File: config.mk
export PLATFORM = sky130hd
export DESIGN_NAME = im_loader
export DESIGN_NICKNAME = d
export VERILOG_FILES = /design/src/rtl/im_loader_pkg.sv /design/src/rtl/im_loader_byte_packer.sv /design/src/rtl/im_loader.sv
export SDC_FILE = /design/constraint.sdc
export NUM_CORES = 1
export LEC_CHECK = 0
export ABC_AREA = 1
export CORE_AREA = 2 2 147 149
export CTS_BUF_LIST = sky130_fd_sc_hd__clkbuf_4 sky130_fd_sc_hd__clkbuf_8
export DETAILED_ROUTE_END_ITERATION = 10
export DIE_AREA = 0 0 149 151
export PLACE_DENSITY = 0.47
export SKIP_CTS_REPAIR_TIMING = 1
export SYNTH_ARGS = -nofsm -noshare
export SYNTH_HDL_FRONTEND = slang
export SYNTH_SLANG_ARGS = --single-unit
File: constraint.sdc
create_clock -name clk -period 4.1 [get_ports clk]
set_input_delay 0.41 -clock clk [delete_from_list [all_inputs] [get_ports clk]]
set_output_delay 0.41 -clock clk [all_outputs]
set_load 0.02 [all_outputs]
File: src/rtl/im_loader_pkg.sv
// -----------------------------------------------------------------------------
// im_loader_pkg
//   Shared constants for the instruction-memory loader:
//     - loader FSM state encodings (3-bit, plain localparams so that older
//       tools and hand-written decoders can use the same values)
//     - frame field widths
//     - small helpers for state decoding and capacity arithmetic
// -----------------------------------------------------------------------------
package im_loader_pkg;

  // Loader FSM state encodings
  localparam logic [2:0] LD_IDLE = 3'd0;
  localparam logic [2:0] LD_LEN0 = 3'd1;  // waiting for length high byte
  localparam logic [2:0] LD_LEN1 = 3'd2;  // waiting for length low byte
  localparam logic [2:0] LD_DATA = 3'd3;  // streaming 4*N data bytes
  localparam logic [2:0] LD_CSUM = 3'd4;  // waiting for XOR checksum byte
  localparam logic [2:0] LD_DONE = 3'd5;  // image verified, core released
  localparam logic [2:0] LD_ERR  = 3'd6;  // overflow or checksum mismatch

  // Frame field widths
  localparam int LEN_W  = 16;  // big-endian word count
  localparam int BYTE_W = 8;
  localparam int WORD_W = 32;

  // States in which the loader consumes stream bytes.
  function automatic logic is_busy_state(input logic [2:0] s);
    return (s == LD_LEN0) || (s == LD_LEN1) || (s == LD_DATA) || (s == LD_CSUM);
  endfunction

  // States from which a new load may be launched by start.
  function automatic logic is_launch_state(input logic [2:0] s);
    return (s == LD_IDLE) || (s == LD_DONE) || (s == LD_ERR);
  endfunction

  // Instruction-memory capacity in words, one bit wider than the length
  // field so that a full 16-bit count can be compared without overflow.
  function automatic logic [LEN_W:0] max_words(input int addr_w);
    return (LEN_W + 1)'(1) << addr_w;
  endfunction

endpackage

File: src/rtl/im_loader_byte_packer.sv
// -----------------------------------------------------------------------------
// im_loader_byte_packer
//   Assembles big-endian 32-bit words from a byte stream. The first byte of
//   a word ends up in bits [31:24], the fourth in [7:0].
//
//   word_o / word_valid_o are combinational: on the cycle the fourth byte is
//   presented with byte_valid_i high, word_o already holds the complete word
//   and word_valid_o pulses, so the parent can register the memory write in
//   the same edge that accepts the byte.
//
// Ports
//   clk           in   system clock
//   rst           in   asynchronous active-low reset
//   clear_i       in   drop any partial word, restart at byte 0
//   byte_valid_i  in   byte_i is accepted at this edge
//   byte_i        in   stream byte
//   word_o        out  assembled word (valid when word_valid_o)
//   word_valid_o  out  fourth byte of a word is being accepted
// -----------------------------------------------------------------------------
module im_loader_byte_packer
  import im_loader_pkg::*;
(
  input  logic              clk,
  input  logic              rst,
  input  logic              clear_i,
  input  logic              byte_valid_i,
  input  logic [BYTE_W-1:0] byte_i,
  output logic [WORD_W-1:0] word_o,
  output logic              word_valid_o
);

  logic [1:0]  cnt_q, cnt_d;
  logic [23:0] shift_q, shift_d;   // first three bytes of the current word

  always_comb begin
    cnt_d   = cnt_q;
    shift_d = shift_q;
    if (clear_i) begin
      cnt_d   = 2'd0;
      shift_d = 24'd0;
    end else if (byte_valid_i) begin
      // counter wraps naturally from 3 back to 0 after a full word
      cnt_d   = cnt_q + 2'd1;
      shift_d = {shift_q[15:0], byte_i};
    end
  end

  always_ff @(posedge clk or negedge rst) begin
    if (!rst) begin
      cnt_q   <= 2'd0;
      shift_q <= 24'd0;
    end else begin
      cnt_q   <= cnt_d;
      shift_q <= shift_d;
    end
  end

  assign word_o       = {shift_q, byte_i};
  assign word_valid_o = byte_valid_i && !clear_i && (cnt_q == 2'd3);

endmodule

File: src/rtl/im_loader.sv
// -----------------------------------------------------------------------------
// im_loader
//   Receives a program image as a valid/ready byte stream and writes it into
//   the instruction memory from word 0 upward. The mips core is held in reset
//   (cpu_rst=1) until a complete image with a matching checksum is loaded.
//
//   Frame: N[15:8], N[7:0], then 4*N data bytes (big-endian words), then one
//   XOR checksum byte covering the data bytes only.
//
// Parameters
//   IM_ADDR_W     IM word-address width (capacity 2**IM_ADDR_W words, <= 16)
//
// Ports
//   clk           in   system clock, rising edge
//   rst           in   asynchronous active-low reset
//   start         in   begin a new load (honoured in IDLE/DONE/ERR only)
//   rx_data       in   stream byte
//   rx_valid      in   rx_data valid
//   rx_ready      out  byte accepted this cycle if rx_valid
//   im_we         out  IM write strobe, one cycle per word
//   im_addr       out  IM word address
//   im_wdata      out  IM write data
//   cpu_rst       out  active-high reset to the core, low only in DONE
//   busy          out  load in progress
//   done          out  image loaded and verified (level)
//   err           out  length overflow or checksum mismatch (level)
//   words_loaded  out  words written in the current load
//
// All outputs are registers. Status outputs are loaded from the next-state
// value so that they always agree with the state register.
// -----------------------------------------------------------------------------
module im_loader
  import im_loader_pkg::*;
#(
  parameter int IM_ADDR_W = 10
) (
  input  logic                 clk,
  input  logic                 rst,
  input  logic                 start,
  input  logic [7:0]           rx_data,
  input  logic                 rx_valid,
  output logic                 rx_ready,
  output logic                 im_we,
  output logic [IM_ADDR_W-1:0] im_addr,
  output logic [31:0]          im_wdata,
  output logic                 cpu_rst,
  output logic                 busy,
  output logic                 done,
  output logic                 err,
  output logic [IM_ADDR_W:0]   words_loaded
);

  localparam logic [LEN_W:0] MAX_WORDS = max_words(IM_ADDR_W);

  // ---------------------------------------------------------------------------
  // State and datapath registers
  // ---------------------------------------------------------------------------
  logic [2:0]           state_q, state_d;
  logic [BYTE_W-1:0]    len_hi_q, len_hi_d;
  logic [LEN_W-1:0]     len_q, len_d;
  logic [BYTE_W-1:0]    xor_q, xor_d;
  // words_loaded doubles as the word index of the next write
  logic [IM_ADDR_W:0]   wl_q, wl_d;

  logic                 im_we_q, im_we_d;
  logic [IM_ADDR_W-1:0] im_addr_q, im_addr_d;
  logic [WORD_W-1:0]    im_wdata_q, im_wdata_d;
  logic                 rx_ready_q, busy_q, done_q, err_q, cpu_rst_q;

  // ---------------------------------------------------------------------------
  // Handshake and helpers
  // ---------------------------------------------------------------------------
  logic                 accept;
  logic                 start_load;
  logic                 data_byte;
  logic [LEN_W-1:0]     len_full;
  logic                 last_word;
  logic [WORD_W-1:0]    packed_word;
  logic                 packed_valid;

  // rx_ready_q is high exactly in the busy states, so it is the handshake gate.
  assign accept     = rx_valid && rx_ready_q;
  assign start_load = start && is_launch_state(state_q);
  assign data_byte  = accept && (state_q == LD_DATA);
  assign len_full   = {len_hi_q, rx_data};
  // The word completing now is the last one when index+1 reaches N.
  assign last_word  = ((LEN_W + 1)'(wl_q) + (LEN_W + 1)'(1)) == {1'b0, len_q};

  im_loader_byte_packer u_packer (
    .clk          (clk),
    .rst          (rst),
    .clear_i      (start_load),
    .byte_valid_i (data_byte),
    .byte_i       (rx_data),
    .word_o       (packed_word),
    .word_valid_o (packed_valid)
  );

  // ---------------------------------------------------------------------------
  // Next-state logic
  // ---------------------------------------------------------------------------
  always_comb begin
    state_d = state_q;
    unique case (state_q)
      LD_IDLE, LD_DONE, LD_ERR: begin
        if (start) state_d = LD_LEN0;
      end
      LD_LEN0: begin
        if (accept) state_d = LD_LEN1;
      end
      LD_LEN1: begin
        if (accept) begin
          if ({1'b0, len_full} > MAX_WORDS) begin
            state_d = LD_ERR;
          end else if (len_full == '0) begin
            // empty image: go straight to the checksum byte
            state_d = LD_CSUM;
          end else begin
            state_d = LD_DATA;
          end
        end
      end
      LD_DATA: begin
        if (packed_valid && last_word) state_d = LD_CSUM;
      end
      LD_CSUM: begin
        if (accept) state_d = (rx_data == xor_q) ? LD_DONE : LD_ERR;
      end
      default: state_d = LD_IDLE;
    endcase
  end

  // ---------------------------------------------------------------------------
  // Datapath next values
  // ---------------------------------------------------------------------------
  always_comb begin
    len_hi_d   = len_hi_q;
    len_d      = len_q;
    xor_d      = xor_q;
    wl_d       = wl_q;
    im_we_d    = 1'b0;
    im_addr_d  = im_addr_q;
    im_wdata_d = im_wdata_q;

    if (start_load) begin
      len_hi_d = '0;
      len_d    = '0;
      xor_d    = '0;
      wl_d     = '0;
    end else begin
      if (accept && (state_q == LD_LEN0)) len_hi_d = rx_data;
      if (accept && (state_q == LD_LEN1)) len_d    = len_full;
      if (data_byte)                      xor_d    = xor_q ^ rx_data;
      // Word write is registered here, so the strobe, address, data and the
      // incremented count all appear together in the following cycle.
      if (packed_valid) begin
        im_we_d    = 1'b1;
        im_addr_d  = wl_q[IM_ADDR_W-1:0];
        im_wdata_d = packed_word;
        wl_d       = wl_q + 1'b1;
      end
    end
  end

  // ---------------------------------------------------------------------------
  // Registers
  // ---------------------------------------------------------------------------
  always_ff @(posedge clk or negedge rst) begin
    if (!rst) begin
      state_q    <= LD_IDLE;
      len_hi_q   <= '0;
      len_q      <= '0;
      xor_q      <= '0;
      wl_q       <= '0;
      im_we_q    <= 1'b0;
      im_addr_q  <= '0;
      im_wdata_q <= '0;
      rx_ready_q <= 1'b0;
      busy_q     <= 1'b0;
      done_q     <= 1'b0;
      err_q      <= 1'b0;
      cpu_rst_q  <= 1'b1;
    end else begin
      state_q    <= state_d;
      len_hi_q   <= len_hi_d;
      len_q      <= len_d;
      xor_q      <= xor_d;
      wl_q       <= wl_d;
      im_we_q    <= im_we_d;
      im_addr_q  <= im_addr_d;
      im_wdata_q <= im_wdata_d;
      rx_ready_q <= is_busy_state(state_d);
      busy_q     <= is_busy_state(state_d);
      done_q     <= (state_d == LD_DONE);
      err_q      <= (state_d == LD_ERR);
      cpu_rst_q  <= (state_d != LD_DONE);
    end
  end

  assign rx_ready     = rx_ready_q;
  assign im_we        = im_we_q;
  assign im_addr      = im_addr_q;
  assign im_wdata     = im_wdata_q;
  assign cpu_rst      = cpu_rst_q;
  assign busy         = busy_q;
  assign done         = done_q;
  assign err          = err_q;
  assign words_loaded = wl_q;

endmodule

## After elaboration in Yosys (flattened, before gate mapping)

Index checks and enable logic that the tools add are counted.

| storage, ports and cells | value |
|---|---|
| input port bits | 12 |
| output and inout port bits | 59 |
| word-level logic and storage cells | 81 |
| register bits after elaboration | 119 |

| cells by class | value |
|---|---|
| order comparisons | 1 |
| reduce and logical (&&, ||, !) cells | 22 |
| bitwise logic cells | 2 |
| equality and inequality tests | 16 |
| muxes and demuxes | 23 |
| add/sub/neg operators | 3 |

Operator list:

| kind | count |
|---|---|
| $mux W24 | 2 |
| $mux W16 | 2 |
| $mux W8 | 4 |
| $mux W11 | 2 |
| $mux W3 | 7 |
| $eq A3 B3 Y1 const B | 6 |
| $eq A12 B16 Y1 | 1 |
| $gt A16 B11 Y1 const B | 1 |
| $logic_not A16 Y1 | 1 |
| $pmux W3 S5 | 1 |
| $add A11 B1 Y12 const B | 1 |
| $eq A3 B2 Y1 const B | 4 |
| $add A11 B1 Y11 const B | 1 |
| $eq A8 B8 Y1 | 1 |
| $logic_and A1 B1 Y1 | 8 |
| $reduce_bool A2 Y1 | 4 |
| $xor A8 B8 Y8 | 1 |
| $eq A3 B1 Y1 const B | 2 |
| $mux W2 | 3 |
| $logic_or A1 B1 Y1 | 5 |
| $logic_not A3 Y1 | 1 |
| $ne A3 B3 Y1 const B | 1 |
| $reduce_or A3 Y1 | 1 |
| $add A2 B1 Y2 const B | 1 |
| other kinds (5) | 6 |

## Longest topological paths before layout

| logic depth | value |
|---|---|
| depth in word-level cells | 14 |
| depth in mapped cells | 16 |
| mapped depth without buffers | 16 |

## Hierarchy

Synthesis repeated with hierarchy kept, for this count alone.

| second synthesis, totals | value |
|---|---|
| cells, all modules | 664 |
| area total of the unflattened synthesis | 5454.0 µm² |

Modules (own cells, without submodules):

| module | area an instance (µm²) | times used | cells an instance | seq. area each (µm²) |
|---|---|---|---|---|
| im_loader | 4326.6 | 1 | 540 | 2328.5 |
| im_loader_byte_packer | 1127.3 | 1 | 124 | 650.6 |

## Worst setup path after synthesis

OpenSTA, ideal clock, no wires.

| path | value |
|---|---|
| path kind | flip-flop to flip-flop |
| start point | reg wl_q[0] (netlist: words_loaded[0]) |
| end point | reg busy_q (netlist: busy) |
| period minus slack after synthesis | 1.990 ns |
| path slack | 2.110 ns |
| required time | 3.982 ns |
| arrival time | 1.871 ns |
| setup time | 0.118 ns |
| cell stages (with the launch flop) | 15 |
| path buffers | 0 |
| cell sequence | dfrtp_1 -> ha_1 -> nand3_1 -> nor2_4 -> nand3_1 -> nand2_1 -> nand2_1 -> nand2_1 -> nand2_1 -> nor2_2 -> nand2_2 -> nand2_2 -> nand3_1 -> nand2_1 -> nand2_1 |

| on the way | value |
|---|---|
| word-level cells in the longest chain between the ends | 9 |
| elaborated cells on any way between the ends | 12 |
| those cells by class | add/sub: 1; eq/ne: 5; mux: 2; reduce/logical: 4 |

RTL lines:

| element | RTL line | text |
|---|---|---|
| from (decl) | im_loader.sv:63 | `logic [IM_ADDR_W:0] wl_q, wl_d;` |
| from (signal assigned) | im_loader.sv:188 | `wl_q <= wl_d;` |
| $add A11 B1 Y12 (*) | im_loader.sv:87 | `assign last_word = ((LEN_W + 1)'(wl_q) + (LEN_W + 1)'(1)) == {1'b0, len_q};` |
| $eq A12 B16 Y1 (*) | im_loader.sv:87 |  |
| $logic_and A1 B1 Y1 (*) | im_loader.sv:124 | `if (packed_valid && last_word) state_d = LD_CSUM;` |
| $mux W3 (*) | im_loader.sv:124 |  |
| $pmux W3 S5 (*) | im_loader.sv:104 | `unique case (state_q)` |
| $eq A3 B1 Y1 or $eq A3 B2 Y1 (tied branches) | im_loader_pkg.sv:27 | `return (s == LD_LEN0) \|\| (s == LD_LEN1) \|\| (s == LD_DATA) \|\| (s == LD_CSUM);` |
| $logic_or A1 B1 Y1 (2 in a row) | im_loader_pkg.sv:27 |  |
| $logic_or A1 B1 Y1 (*) | im_loader_pkg.sv:27 |  |
| to (signal assigned) | im_loader.sv:193 | `busy_q <= is_busy_state(state_d);` |
| to (decl) | im_loader.sv:68 | `logic rx_ready_q, busy_q, done_q, err_q, cpu_rst_q;` |

Mark *: on every way between the ends. The rest lies on a longest branch, timed or not.
A chain may end at the register's enable or synchronous reset.

## Worst setup path after layout

| path | value |
|---|---|
| start point | in rx_valid |
| end point | reg xor_q[0] |

| on the way | value |
|---|---|
| word-level cells in the longest chain between the ends | 3 |

RTL lines:

| element | RTL line | text |
|---|---|---|
| from (decl) | im_loader.sv:41 | `input logic rx_valid,` |
| $logic_and A1 B1 Y1 | im_loader.sv:82 | `assign accept = rx_valid && rx_ready_q;` |
| $logic_and A1 B1 Y1 | im_loader.sv:84 | `assign data_byte = accept && (state_q == LD_DATA);` |
| $reduce_bool A2 Y1 (no line) | -- |  |
| to (signal assigned) | im_loader.sv:187 | `xor_q <= xor_d;` |
| to (decl) | im_loader.sv:61 | `logic [BYTE_W-1:0] xor_q, xor_d;` |

Every way passes these cells.

==> impl_metrics.toml <==
[routing]
dr.pass1.iters = 4
first_iter_violations = 278
remaining_drc_errors = 0
drt-wirelength-per-cell_um = 13.6
route.vias.total = 4140
wl_mm = 12.9
via_per_inst = 4.37
drtAntennaViolNets = 0

[setup_path]
r2r_slack_ns = 1.33
path_buf_inv = 3
worstSetupPathType = "in2reg"
cp_slowest_cell = "nand2_2"
cp_max_fo = 31
r2r_start = "busy$_DFF_PN0_"
cp_top_family = "buffers and inverters"
critPathCapture = "xor_q[0]$_DFFE_PN0P_"
crit_cells = 7
startpoint = "rx_valid"
startpoint_type = "input pin"
worstPathCellList = "clkdlybuf4s50_1 > nand2_1 > nor2_2 > inv_1 > nand2_2 > clkinv_1 > a22o_1"
critPathRequiredTime_ns = 4.43
rr_worst_depth = 6
crit_arrival_ns = 3.14
max_stage_delay_ns = 0.60
end_kind = "flop"
r2r_end = "xor_q[0]$_DFFE_PN0P_"

[sta]
slew_headroom = 0.366
finalCritPeriodShare = 0.685
layout_setup_ws_ns = 1.29
tightest_slew_ns = 0.951
fmax_ghz = 0.356
skew_ns = 0.0115
final.min_clock_period_ns = 2.81
finalSetupViolations = 0
finalMaxSlewViolations = 0
setup_tns_ns = 0
hold_viol = 0
rsz0062_at_grt = "no"

[floorplanning]
std_cell_rows = 53
fp.dieH_um = 151
core_sq_um = 20800
io_pins = 71
die_area_sq_um = 22500
die_w_um = 149
start_util = 0.247

[cells_and_area]
layout-drive-gt1-share = 0.0818
layout.cells.most_common = "nand2_1"
area_growth_pct = 26.9
final_cell_mix = "nand2_1, dfrtp_1, o21ai_0"
fin_nets = 673
stdcell_area_sq_um = 6520
diodes = 0

[synthesis]
syn_inst = 585
yosys_register_bits = 119
ys_async_sr_fraction = 1.00
seq_area_frac_synth = 0.580
syn_nets = 599
synth_cell_types = 31
synth-edff-count = 0
yosys_warnings = 0
syn_area_sq_um = 5140
synth_area_per_cell_sq_um = 8.79
ys.flop_type = "dfrtp_1"

[worst_hold_path]
hp-class = "in2async"

[place]
gp_congestion = 0.840
pre_cts_slack_ns = 0.820
dpl_cell_area_sq_um = 6140
io_buffers = 70
dpl.hpwl_mm = 9.07

[grt]
grt_pass1_vias = 4185
grt_usage = 0.122
grt_pass1_wl_mm = 21.3
antenna_found_initial = 0
grt_max_degree = 67
grt-ovfl-total = 0

[pwr]
powerDensity_nw_per_um2 = 520
vdd_ir_drop_max_v = 0.000179
leakage_uw = 0.00292

[cts]
cts_sinks = 119
clockRootBuffer = "clkbuf_8"
clock_path_buffers = 2
clk_pin_slew_ns = 0.08
cts_tree = "yes"
cts_made_buffers = 17
htree_levels = 4
clk_latency_ns = 0.45

[run_status]
outcome = "finished clean"

[run]
max_cap_violations = 0
## metrics by stage
step	power [uW]	hold slack, ns	util	instances
2_1_floorplan	2120	0.114	-	585
3_3_place_gp	2370	0.462	0.295	915
3_5_place_dp	2390	0.472	0.295	915
4_1_cts	3440	0.0933	0.313	947
5_1_grt	3640	0.130	0.313	947
6_report	3390	0.0823	0.313	947
## registers in the layout, summed over array words and instances (netlist names), 2 cells and up
name and flops:
state_q 3, xor_q 8, len_hi_q 8, u_packer.cnt_q 2, im_addr 10, len_q 16
u_packer.shift_q 24, im_wdata 32, words_loaded 11
## cell type report
| class | instances | area, sq um |
|---|---|---|
| multi-input combinational | 371 | 1790 |
| sequential | 119 | 2980 |
| timing repair buffer | 73 | 733 |
| tap | 275 | 344 |
| clock inverter | 14 | 138 |
| inverter | 77 | 289 |
| clock buffer | 18 | 248 |
| fill | 2220 | 14300 |
## worst min-delay path by stage
stage | to | slack [ns] | cells after the start
CTS | im_addr[3]$_DFFE_PN0P_ | 0.09 | 1
global route | im_addr[1]$_DFFE_PN0P_ | 0.13 | 1
detailed placement | im_wdata[7]$_DFFE_PN0P_ | 0.47 | 2
floorplan | busy$_DFF_PN0_ | 0.11 | 0
global placement | im_addr[0]$_DFFE_PN0P_ | 0.46 | 2
finish | im_addr[3]$_DFFE_PN0P_ | 0.08 | 1
## power breakdown
group          leakage [uW]  internal [uW]  switching, uW
clock network      0.000191            508            527
registers           0.00163           1370            131
logic               0.00110            299            554
## cell families (layout without fill, tap and decap cells)
kind of cell	Yosys count	after routing	synth area share
AND/OR/NAND/NOR	236	236	0.195
AO/OA/AOI/OAI	123	123	0.131
flip-flops	119	119	0.580
buffers and inverters	95	182	0.0723
XOR/XNOR	10	10	0.0170
adder cells (fa/ha/maj)	2	2	0.00487
## per-layer routing
metal  GRT usage  share of wire
met5           0              0
met4      0.0533          0.019
met3      0.0361          0.037
met2       0.202           0.47
met1       0.149           0.47
## synthesized netlist by cell type, drive strengths merged, types with 3 or more instances
cell type,number,area share
dfrtp,118,0.57
clkbuf,12,0.0088
a22o,3,0.0051
inv,76,0.056
nor2,32,0.031
nand3,29,0.029
a21oi,10,0.010
o21ai,76,0.074
nand4,5,0.0061
o22ai,34,0.041
nand2,165,0.12
buf,6,0.0073
xnor2,8,0.014
(Power assumes the default switching activity.)
